<file path="config.mk">
export PLATFORM = sky130hd
export DESIGN_NAME = float_vec_source_flat
export DESIGN_NICKNAME = d
export VERILOG_FILES = /design/src/rtl/float_vec_source_if.sv /design/src/rtl/float_vec_source.sv /design/src/flat_wrapper.sv
export SDC_FILE = /design/constraint.sdc
export NUM_CORES = 1
export LEC_CHECK = 0
export CAP_MARGIN = 0
export CELL_PAD_IN_SITES_DETAIL_PLACEMENT = 2
export CELL_PAD_IN_SITES_GLOBAL_PLACEMENT = 2
export CORE_ASPECT_RATIO = 0.8
export CORE_MARGIN = 4
export CORE_UTILIZATION = 41
export CTS_CLUSTER_DIAMETER = 200
export DETAILED_ROUTE_END_ITERATION = 8
export PLACE_DENSITY_LB_ADDON = 0.1
export SYNTH_ARGS = -nofsm -noshare
export SYNTH_HDL_FRONTEND = slang
export SYNTH_SLANG_ARGS = --single-unit
export TNS_END_PERCENT = 10
</file>
<file path="constraint.sdc">
create_clock -name clock -period 6.43 [get_ports clock]
set_input_delay 1.286 -clock clock [delete_from_list [all_inputs] [get_ports clock]]
set_output_delay 1.286 -clock clock [all_outputs]
set_load 0.02 [all_outputs]
</file>
<file path="src/rtl/float_vec_source_if.sv">
// float_vec_source_if: valid/ready record stream carrying one float record
// {sign, exponent, significand, LANES packed foo lanes}. The master presents
// records; the slave accepts them with io_ready.
interface float_vec_source_if #(
  parameter int EXP_W = 8,
  parameter int SIG_W = 23,
  parameter int FOO_W = 16,
  parameter int LANES = 3
);
  logic                     io_valid;
  logic                     io_ready;
  logic                     io_last;
  logic                     io_sign;
  logic [EXP_W-1:0]         io_exponent;
  logic [SIG_W-1:0]         io_significand;
  logic [LANES*FOO_W-1:0]   io_foo;

  modport master (
    output io_valid, io_last, io_sign, io_exponent, io_significand, io_foo,
    input  io_ready
  );

  modport slave (
    input  io_valid, io_last, io_sign, io_exponent, io_significand, io_foo,
    output io_ready
  );
endinterface

</file>
<file path="src/rtl/float_vec_source.sv">
// float_vec_source: DEPTH-entry loadable float-record store that streams its
// records over a valid/ready port, either once or in repeating passes.
// Records load with the default float constant on reset and may be rewritten
// while idle. Optional feature macro FLOAT_VEC_SRC_STRIDE_EN adds a per-pass
// offset to every foo lane (incremented after each completed looping pass).
module float_vec_source #(
  parameter int EXP_W = 8,
  parameter int SIG_W = 23,
  parameter int FOO_W = 16,
  parameter int LANES = 3,
  parameter int DEPTH = 4
) (
  input  logic                       clock,
  input  logic                       reset,
  input  logic                       wr_en,
  input  logic [$clog2(DEPTH)-1:0]   wr_addr,
  input  logic                       wr_sign,
  input  logic [EXP_W-1:0]           wr_exponent,
  input  logic [SIG_W-1:0]           wr_significand,
  input  logic [LANES*FOO_W-1:0]     wr_foo,
  input  logic                       start,
  input  logic [$clog2(DEPTH):0]     len,
  input  logic                       loop,
  input  logic                       stop,
  output logic                       busy,
  float_vec_source_if.master         io
);

  localparam int AW = $clog2(DEPTH);
  localparam int FW = LANES * FOO_W;
  localparam logic [AW:0]   LEN_ZERO  = (AW+1)'(0);
  localparam logic [AW:0]   LEN_ONE   = (AW+1)'(1);
  localparam logic [AW:0]   LEN_DEPTH = (AW+1)'(DEPTH);
  localparam logic [AW-1:0] PTR_ZERO  = AW'(0);
  localparam logic [AW-1:0] PTR_ONE   = AW'(1);

  typedef enum logic [0:0] {
    ST_IDLE = 1'b0,
    ST_RUN  = 1'b1
  } state_t;

  // Default foo vector: lane i holds 0x16 + 11*i, truncated to the lane width.
  function automatic logic [FW-1:0] default_foo();
    logic [FW-1:0] f;
    logic [31:0]   v;
    f = {FW{1'b0}};
    for (int l = 0; l < LANES; l++) begin
      v = 32'h0000_0016 + (32'd11 * 32'(l));
      f[l*FOO_W +: FOO_W] = FOO_W'(v);
    end
    return f;
  endfunction

  // Record store
  logic            sign_mem_r [DEPTH];
  logic [EXP_W-1:0] exp_mem_r [DEPTH];
  logic [SIG_W-1:0] sig_mem_r [DEPTH];
  logic [FW-1:0]   foo_mem_r  [DEPTH];

  // Control state
  state_t          state_r, state_n;
  logic [AW-1:0]   ptr_r, ptr_n;
  logic [AW:0]     len_r, len_n;
  logic            loop_r, loop_n;
  logic            stop_r, stop_n;

  // Registered outputs
  logic            valid_r, valid_n;
  logic            last_r, last_n;
  logic            sign_r;
  logic [EXP_W-1:0] exponent_r;
  logic [SIG_W-1:0] significand_r;
  logic [FW-1:0]   foo_r;
  logic            busy_r;

  // Datapath helpers
  logic            load_s;
  logic            start_s;
  logic            wrap_s;
  logic [AW-1:0]   rd_idx_s;
  logic [AW:0]     len_eff_s;
  logic            at_last_s;
  logic            fwd_s;
  logic            rd_sign_s;
  logic [EXP_W-1:0] rd_exp_s;
  logic [SIG_W-1:0] rd_sig_s;
  logic [FW-1:0]   rd_foo_s;
  logic [FW-1:0]   load_foo_s;

  assign len_eff_s = (len > LEN_DEPTH) ? LEN_DEPTH : len;
  assign at_last_s = ({1'b0, ptr_r} == (len_r - LEN_ONE));

  // Next-state and next-output logic for the IDLE/RUN streaming FSM.
  always_comb begin
    state_n  = state_r;
    ptr_n    = ptr_r;
    len_n    = len_r;
    loop_n   = loop_r;
    stop_n   = stop_r;
    valid_n  = valid_r;
    last_n   = last_r;
    load_s   = 1'b0;
    start_s  = 1'b0;
    wrap_s   = 1'b0;
    rd_idx_s = ptr_r;
    case (state_r)
      ST_IDLE: begin
        valid_n = 1'b0;
        last_n  = 1'b0;
        stop_n  = 1'b0;
        if (start && (len != LEN_ZERO)) begin
          state_n  = ST_RUN;
          ptr_n    = PTR_ZERO;
          len_n    = len_eff_s;
          loop_n   = loop;
          valid_n  = 1'b1;
          last_n   = (len_eff_s == LEN_ONE);
          load_s   = 1'b1;
          start_s  = 1'b1;
          rd_idx_s = PTR_ZERO;
        end else begin
          state_n = ST_IDLE;
        end
      end
      ST_RUN: begin
        // stop is sticky and also applies to a handshake in its own cycle
        stop_n = stop_r | stop;
        if (valid_r && io.io_ready) begin
          if (at_last_s) begin
            if (loop_r && !(stop_r || stop)) begin
              ptr_n    = PTR_ZERO;
              valid_n  = 1'b1;
              last_n   = (len_r == LEN_ONE);
              load_s   = 1'b1;
              wrap_s   = 1'b1;
              rd_idx_s = PTR_ZERO;
            end else begin
              state_n = ST_IDLE;
              ptr_n   = PTR_ZERO;
              valid_n = 1'b0;
              last_n  = 1'b0;
              stop_n  = 1'b0;
            end
          end else begin
            ptr_n    = ptr_r + PTR_ONE;
            valid_n  = 1'b1;
            last_n   = (({1'b0, ptr_r} + LEN_ONE) == (len_r - LEN_ONE));
            load_s   = 1'b1;
            rd_idx_s = ptr_r + PTR_ONE;
          end
        end else begin
          valid_n = valid_r;
        end
      end
      default: begin
        state_n = ST_IDLE;
        valid_n = 1'b0;
        last_n  = 1'b0;
      end
    endcase
  end

  // Record read with forwarding of a same-cycle idle write, so a start
  // issued together with a write streams the new data.
  always_comb begin
    fwd_s = (state_r == ST_IDLE) && wr_en && (wr_addr == rd_idx_s);
    if (fwd_s) begin
      rd_sign_s = wr_sign;
      rd_exp_s  = wr_exponent;
      rd_sig_s  = wr_significand;
      rd_foo_s  = wr_foo;
    end else begin
      rd_sign_s = sign_mem_r[rd_idx_s];
      rd_exp_s  = exp_mem_r[rd_idx_s];
      rd_sig_s  = sig_mem_r[rd_idx_s];
      rd_foo_s  = foo_mem_r[rd_idx_s];
    end
  end

`ifdef FLOAT_VEC_SRC_STRIDE_EN
  logic [FOO_W-1:0] offset_r, offset_n;

  // Add the pass offset to every foo lane, each lane wrapping independently.
  function automatic logic [FW-1:0] add_offset(input logic [FW-1:0] foo,
                                               input logic [FOO_W-1:0] off);
    logic [FW-1:0] r;
    r = {FW{1'b0}};
    for (int l = 0; l < LANES; l++) begin
      r[l*FOO_W +: FOO_W] = foo[l*FOO_W +: FOO_W] + off;
    end
    return r;
  endfunction

  // Offset for the record being loaded: cleared on start, bumped on loop-back.
  always_comb begin
    if (start_s) begin
      offset_n = {FOO_W{1'b0}};
    end else if (wrap_s) begin
      offset_n = offset_r + FOO_W'(1);
    end else begin
      offset_n = offset_r;
    end
  end

  // Pass offset register.
  always_ff @(posedge clock) begin
    if (!reset) begin
      offset_r <= {FOO_W{1'b0}};
    end else begin
      offset_r <= offset_n;
    end
  end

  assign load_foo_s = add_offset(rd_foo_s, offset_n);
`else
  assign load_foo_s = rd_foo_s;
`endif

  // FSM state, pointer, and latched stream parameters.
  always_ff @(posedge clock) begin
    if (!reset) begin
      state_r <= ST_IDLE;
      ptr_r   <= PTR_ZERO;
      len_r   <= LEN_ZERO;
      loop_r  <= 1'b0;
      stop_r  <= 1'b0;
    end else begin
      state_r <= state_n;
      ptr_r   <= ptr_n;
      len_r   <= len_n;
      loop_r  <= loop_n;
      stop_r  <= stop_n;
    end
  end

  // Output registers; record fields change only when a new record loads.
  always_ff @(posedge clock) begin
    if (!reset) begin
      valid_r       <= 1'b0;
      last_r        <= 1'b0;
      sign_r        <= 1'b0;
      exponent_r    <= {EXP_W{1'b0}};
      significand_r <= {SIG_W{1'b0}};
      foo_r         <= {FW{1'b0}};
      busy_r        <= 1'b0;
    end else begin
      valid_r <= valid_n;
      last_r  <= last_n;
      busy_r  <= (state_n == ST_RUN);
      if (load_s) begin
        sign_r        <= rd_sign_s;
        exponent_r    <= rd_exp_s;
        significand_r <= rd_sig_s;
        foo_r         <= load_foo_s;
      end
    end
  end

  // Record store: defaults on reset, writes accepted only while idle.
  always_ff @(posedge clock) begin
    if (!reset) begin
      for (int d = 0; d < DEPTH; d++) begin
        sign_mem_r[d] <= 1'b1;
        exp_mem_r[d]  <= EXP_W'(8'h0A);
        sig_mem_r[d]  <= SIG_W'(8'h80);
        foo_mem_r[d]  <= default_foo();
      end
    end else if ((state_r == ST_IDLE) && wr_en) begin
      sign_mem_r[wr_addr] <= wr_sign;
      exp_mem_r[wr_addr]  <= wr_exponent;
      sig_mem_r[wr_addr]  <= wr_significand;
      foo_mem_r[wr_addr]  <= wr_foo;
    end
  end

  assign io.io_valid       = valid_r;
  assign io.io_last        = last_r;
  assign io.io_sign        = sign_r;
  assign io.io_exponent    = exponent_r;
  assign io.io_significand = significand_r;
  assign io.io_foo         = foo_r;
  assign busy              = busy_r;

endmodule

</file>
<file path="src/flat_wrapper.sv">
// flat-port wrapper written by rule: the top's interface ports become plain ports
module float_vec_source_flat 
#(
  parameter int EXP_W = 8,
  parameter int SIG_W = 23,
  parameter int FOO_W = 16,
  parameter int LANES = 3,
  parameter int DEPTH = 4
)
  (clock, reset, wr_en, wr_addr, wr_sign, wr_exponent, wr_significand, wr_foo, start, len, loop, stop, busy, io_io_valid, io_io_last, io_io_sign, io_io_exponent, io_io_significand, io_io_foo, io_io_ready);
  float_vec_source_if #(.EXP_W(EXP_W), .SIG_W(SIG_W), .FOO_W(FOO_W), .LANES(LANES)) io_i ();
  input  logic clock;
  input  logic reset;
  input  logic wr_en;
  input  logic [$clog2(DEPTH)-1:0] wr_addr;
  input  logic wr_sign;
  input  logic [EXP_W-1:0] wr_exponent;
  input  logic [SIG_W-1:0] wr_significand;
  input  logic [LANES*FOO_W-1:0] wr_foo;
  input  logic start;
  input  logic [$clog2(DEPTH):0] len;
  input  logic loop;
  input  logic stop;
  output logic busy;
  output wire logic [$bits(io_i.io_valid)-1:0] io_io_valid;
  output wire logic [$bits(io_i.io_last)-1:0] io_io_last;
  output wire logic [$bits(io_i.io_sign)-1:0] io_io_sign;
  output wire logic [$bits(io_i.io_exponent)-1:0] io_io_exponent;
  output wire logic [$bits(io_i.io_significand)-1:0] io_io_significand;
  output wire logic [$bits(io_i.io_foo)-1:0] io_io_foo;
  input wire logic [$bits(io_i.io_ready)-1:0] io_io_ready;
  assign io_io_valid = io_i.io_valid;
  assign io_io_last = io_i.io_last;
  assign io_io_sign = io_i.io_sign;
  assign io_io_exponent = io_i.io_exponent;
  assign io_io_significand = io_i.io_significand;
  assign io_io_foo = io_i.io_foo;
  assign io_i.io_ready = io_io_ready;
  float_vec_source #(.EXP_W(EXP_W), .SIG_W(SIG_W), .FOO_W(FOO_W), .LANES(LANES), .DEPTH(DEPTH)) u_core (.clock(clock), .reset(reset), .wr_en(wr_en), .wr_addr(wr_addr), .wr_sign(wr_sign), .wr_exponent(wr_exponent), .wr_significand(wr_significand), .wr_foo(wr_foo), .start(start), .len(len), .loop(loop), .stop(stop), .busy(busy), .io(io_i));
endmodule
</file>
==> metrics.cfg <==
[synth]
ys.flop_type = edfxtp_1
yosysWarnings = 0
synth-seq-area-share_pct = 65.5
synthArstFlopShare_pct = 0
synth.avg_cell_area_um2 = 15.4
syn_area_um2 = 17400
synth_nets = 1223
synth_top_area_share_pct = 55.2
ys_seq_elements = 410
netlist_instances = 1128
yosysTopAreaCell = edfxtp_1
synth_edf_count = 320
netlist-cell-type-count = 42
synth_area_leaders = edfxtp_1 (55%), dfxtp_1 (10%), mux4_2 (10%), and2_1 (10%), a221o_1 (4.6%)

[detailed_routing]
vias = 10573
drc_errors = 0
wl_per_cell_um = 27.2
top_layer_used = met5
wl_met2_um = 25500
drt_pass1_iterations = 5
drt_iter0_markers = 674
dr_wl_met3_um = 2060
ant_nets = 0
wl_met1_um = 22800
drt_wl_total_um = 51100
avgViaCountPerCell = 5.64

[timing]
hold_violations = 0
post-route-worst-setup-slack_ns = 1.94
clock.fmax_mhz = 223
maxSlewHeadroom_pct = 32.6
maxSlewViolCount = 0
grt_setup_unrepaired = no
finalSetupViolations = 0
fin_setup_tns_ns = 0
fin_crit_sh_pct = 69.8
fin_crit_ns = 4.49
tightest_slew_ns = 1.01
fin_skew_ns = 0.0148

[setup_path]
cp-start-kind = input pin
rr_endpoint = u_core.io.io_foo[24]$_SDFFE_PN0P_
regToRegSetupSlack_ns = 2.64
setup.worst_path.end_class = flop
worst-setup-path-type = in -> reg
worst_ep_arrival_time_ns = 4.70
critPathMaxFanout = 54
crit_end = u_core.foo_mem_r[2][26]$_SDFFCE_PN0P_
crit_required_ns = 6.64
ff2ff_path_depth = 8
startpoint = reset
r2r_start = u_core.len_r[0]$_SDFFE_PN0P_

[layout]
utilization_pct = 50.7
multi_input_area_um2 = 5700
fin_cells = 1876
final_cell_mix = edfxtp_1 (320), and2_1 (285), clkdlybuf4s50_1 (173)
layout-drive-gt1-share_pct = 15.2
seqCellArea_um2 = 11400
fill_cells = 3846
final_nets = 1380
final_common_cell = edfxtp_1
area_delta_synth_final_pct = 22.0

[die]
boundaryPins = 175
die_h_um = 192
dieArea_um2 = 45900
fp-row-count = 67
coreArea_um2 = 41900
start_util_pct = 41.5
die_w_um = 238

[cts]
cts_max_level = 2
clock_path_buffers = 3
post_cts_resized = 0
cts.clk_slew.worst_paths_ns = 0.06
cts.sinks = 410
tritoncts = done
cts_setup_buffers = 0
postCtsHoldBufs = 0
root_buffer = clkbuf_16
cts_buffers = 43
worst_skew_pair.late_latency_ns = 0.56

[grt]
antenna_found_initial = 5
grt_pass1_wl_um = 77200
overflow = 0
grt_usage_pct = 22.3
grt_pass1_vias = 11727
grt_start_max_net_pins = 81

[power_and_ir_drop]
leakage_nw = 7.67
powerDensity_nw_per_um2 = 297
max-vdd-ir-drop_mv = 0.172
finalPower_mw = 6.32

[worst_hold_path]
hold_class = reg -> reg

[placed_design]
dpl.hpwl_um = 29300
place_ws_ns = 1.33
dp_cells = 1792
gp_congestion = 0.733
port_buffers = 174

[status]
status = completed

[job]
max-cap-violations = 0

-- power by group --
group	switching, mW	total, mW	internal, mW
clock network	1.08	2.62	1.54
logic	0.333	0.609	0.276
registers	0.0696	3.09	3.02
total	1.48	6.32	4.83
-- worst min path at each step --
stage | from | end | slack, ns | depth (start not counted)
floorplan | u_core.loop_r$_SDFFE_PN0P_ | u_core.loop_r$_SDFFE_PN0P_ | 0.43 | 2
global placement | u_core.loop_r$_SDFFE_PN0P_ | u_core.loop_r$_SDFFE_PN0P_ | 0.45 | 2
detailed placement | u_core.loop_r$_SDFFE_PN0P_ | u_core.loop_r$_SDFFE_PN0P_ | 0.45 | 2
CTS | u_core.loop_r$_SDFFE_PN0P_ | u_core.loop_r$_SDFFE_PN0P_ | 0.47 | 2
global route | u_core.loop_r$_SDFFE_PN0P_ | u_core.loop_r$_SDFFE_PN0P_ | 0.50 | 2
finish | u_core.loop_r$_SDFFE_PN0P_ | u_core.loop_r$_SDFFE_PN0P_ | 0.47 | 2
-- routing by layer --
layer	track usage [%]	vias to the layer above
li1	-	4622
met1	30.3	5655
met2	38.4	238
met3	3.30	54
met4	4.71	4
met5	0	-
-- worst max-delay path, stage by stage --
cell and delay, ns:
clkdlybuf4s50_1 0.87, nand3_1 0.76, nor2_4 0.27, and2_1 0.53, nand2b_4 0.55, buf_12 0.38
-- per-stage QoR --
step | hold WS (ns) | area [µm²]
finish | 0.470 | 21200
global placement | 0.446 | 19800
detailed placement | 0.454 | 19800
floorplan | 0.431 | 17400
global route | 0.503 | 21200
CTS | 0.471 | 21200
-- cell families (layout without fill, tap and decap cells) --
group / count (synthesis) / in the layout / share of synthesized area (%)
adders and majority gates: 3 / 3 / 0.216
AOI/OAI and AO/OA: 105 / 105 / 5.73
xor gates and xnor gates: 6 / 6 / 0.431
muxes: 80 / 80 / 10.3
other: 0 / 4 / 0
and+or+nand+nor: 437 / 437 / 15.5
DFF: 410 / 410 / 65.5
buffers and inverters: 87 / 279 / 2.28
-- cell usage after synthesis, types with 5 or more instances --
master and count:
nand2_1 7, inv_1 5, nand2b_1 39, a221o_1 80, buf_2 8, mux4_2 80
and2_1 285, nor2_1 9, and3_1 69, clkbuf_1 65, nand3_1 5, a21oi_1 6
dfxtp_1 90, or2_2 12, edfxtp_1 320, buf_6 8
-- layout make-up --
cell class,count,share of cell area [%]
multi-input cells,631,26.8
clock buffers,54,5.50
repair buffers,193,9.14
well taps,552,3.25
clock inverters,26,1.41
flip-flops and latches,410,53.7
inverters,6,0.106
diodes,4,0.0471
-- sequential cells by signal, indices dropped and copies added, names as in the netlist --
name,cells
u_core.foo_mem_r,192
u_core.sig_mem_r,92
u_core.io.io_foo,48
u_core.exp_mem_r,32
u_core.io.io_significand,23
u_core.io.io_exponent,8
u_core.sign_mem_r,4
u_core.len_r,3
u_core.ptr_r,2
u_core.io.io_last,1
u_core.io.io_sign,1
u_core.io.io_valid,1
u_core.loop_r,1
u_core.state_r,1
u_core.stop_r,1
No activity file was read; power rests on OpenSTA's default activity.
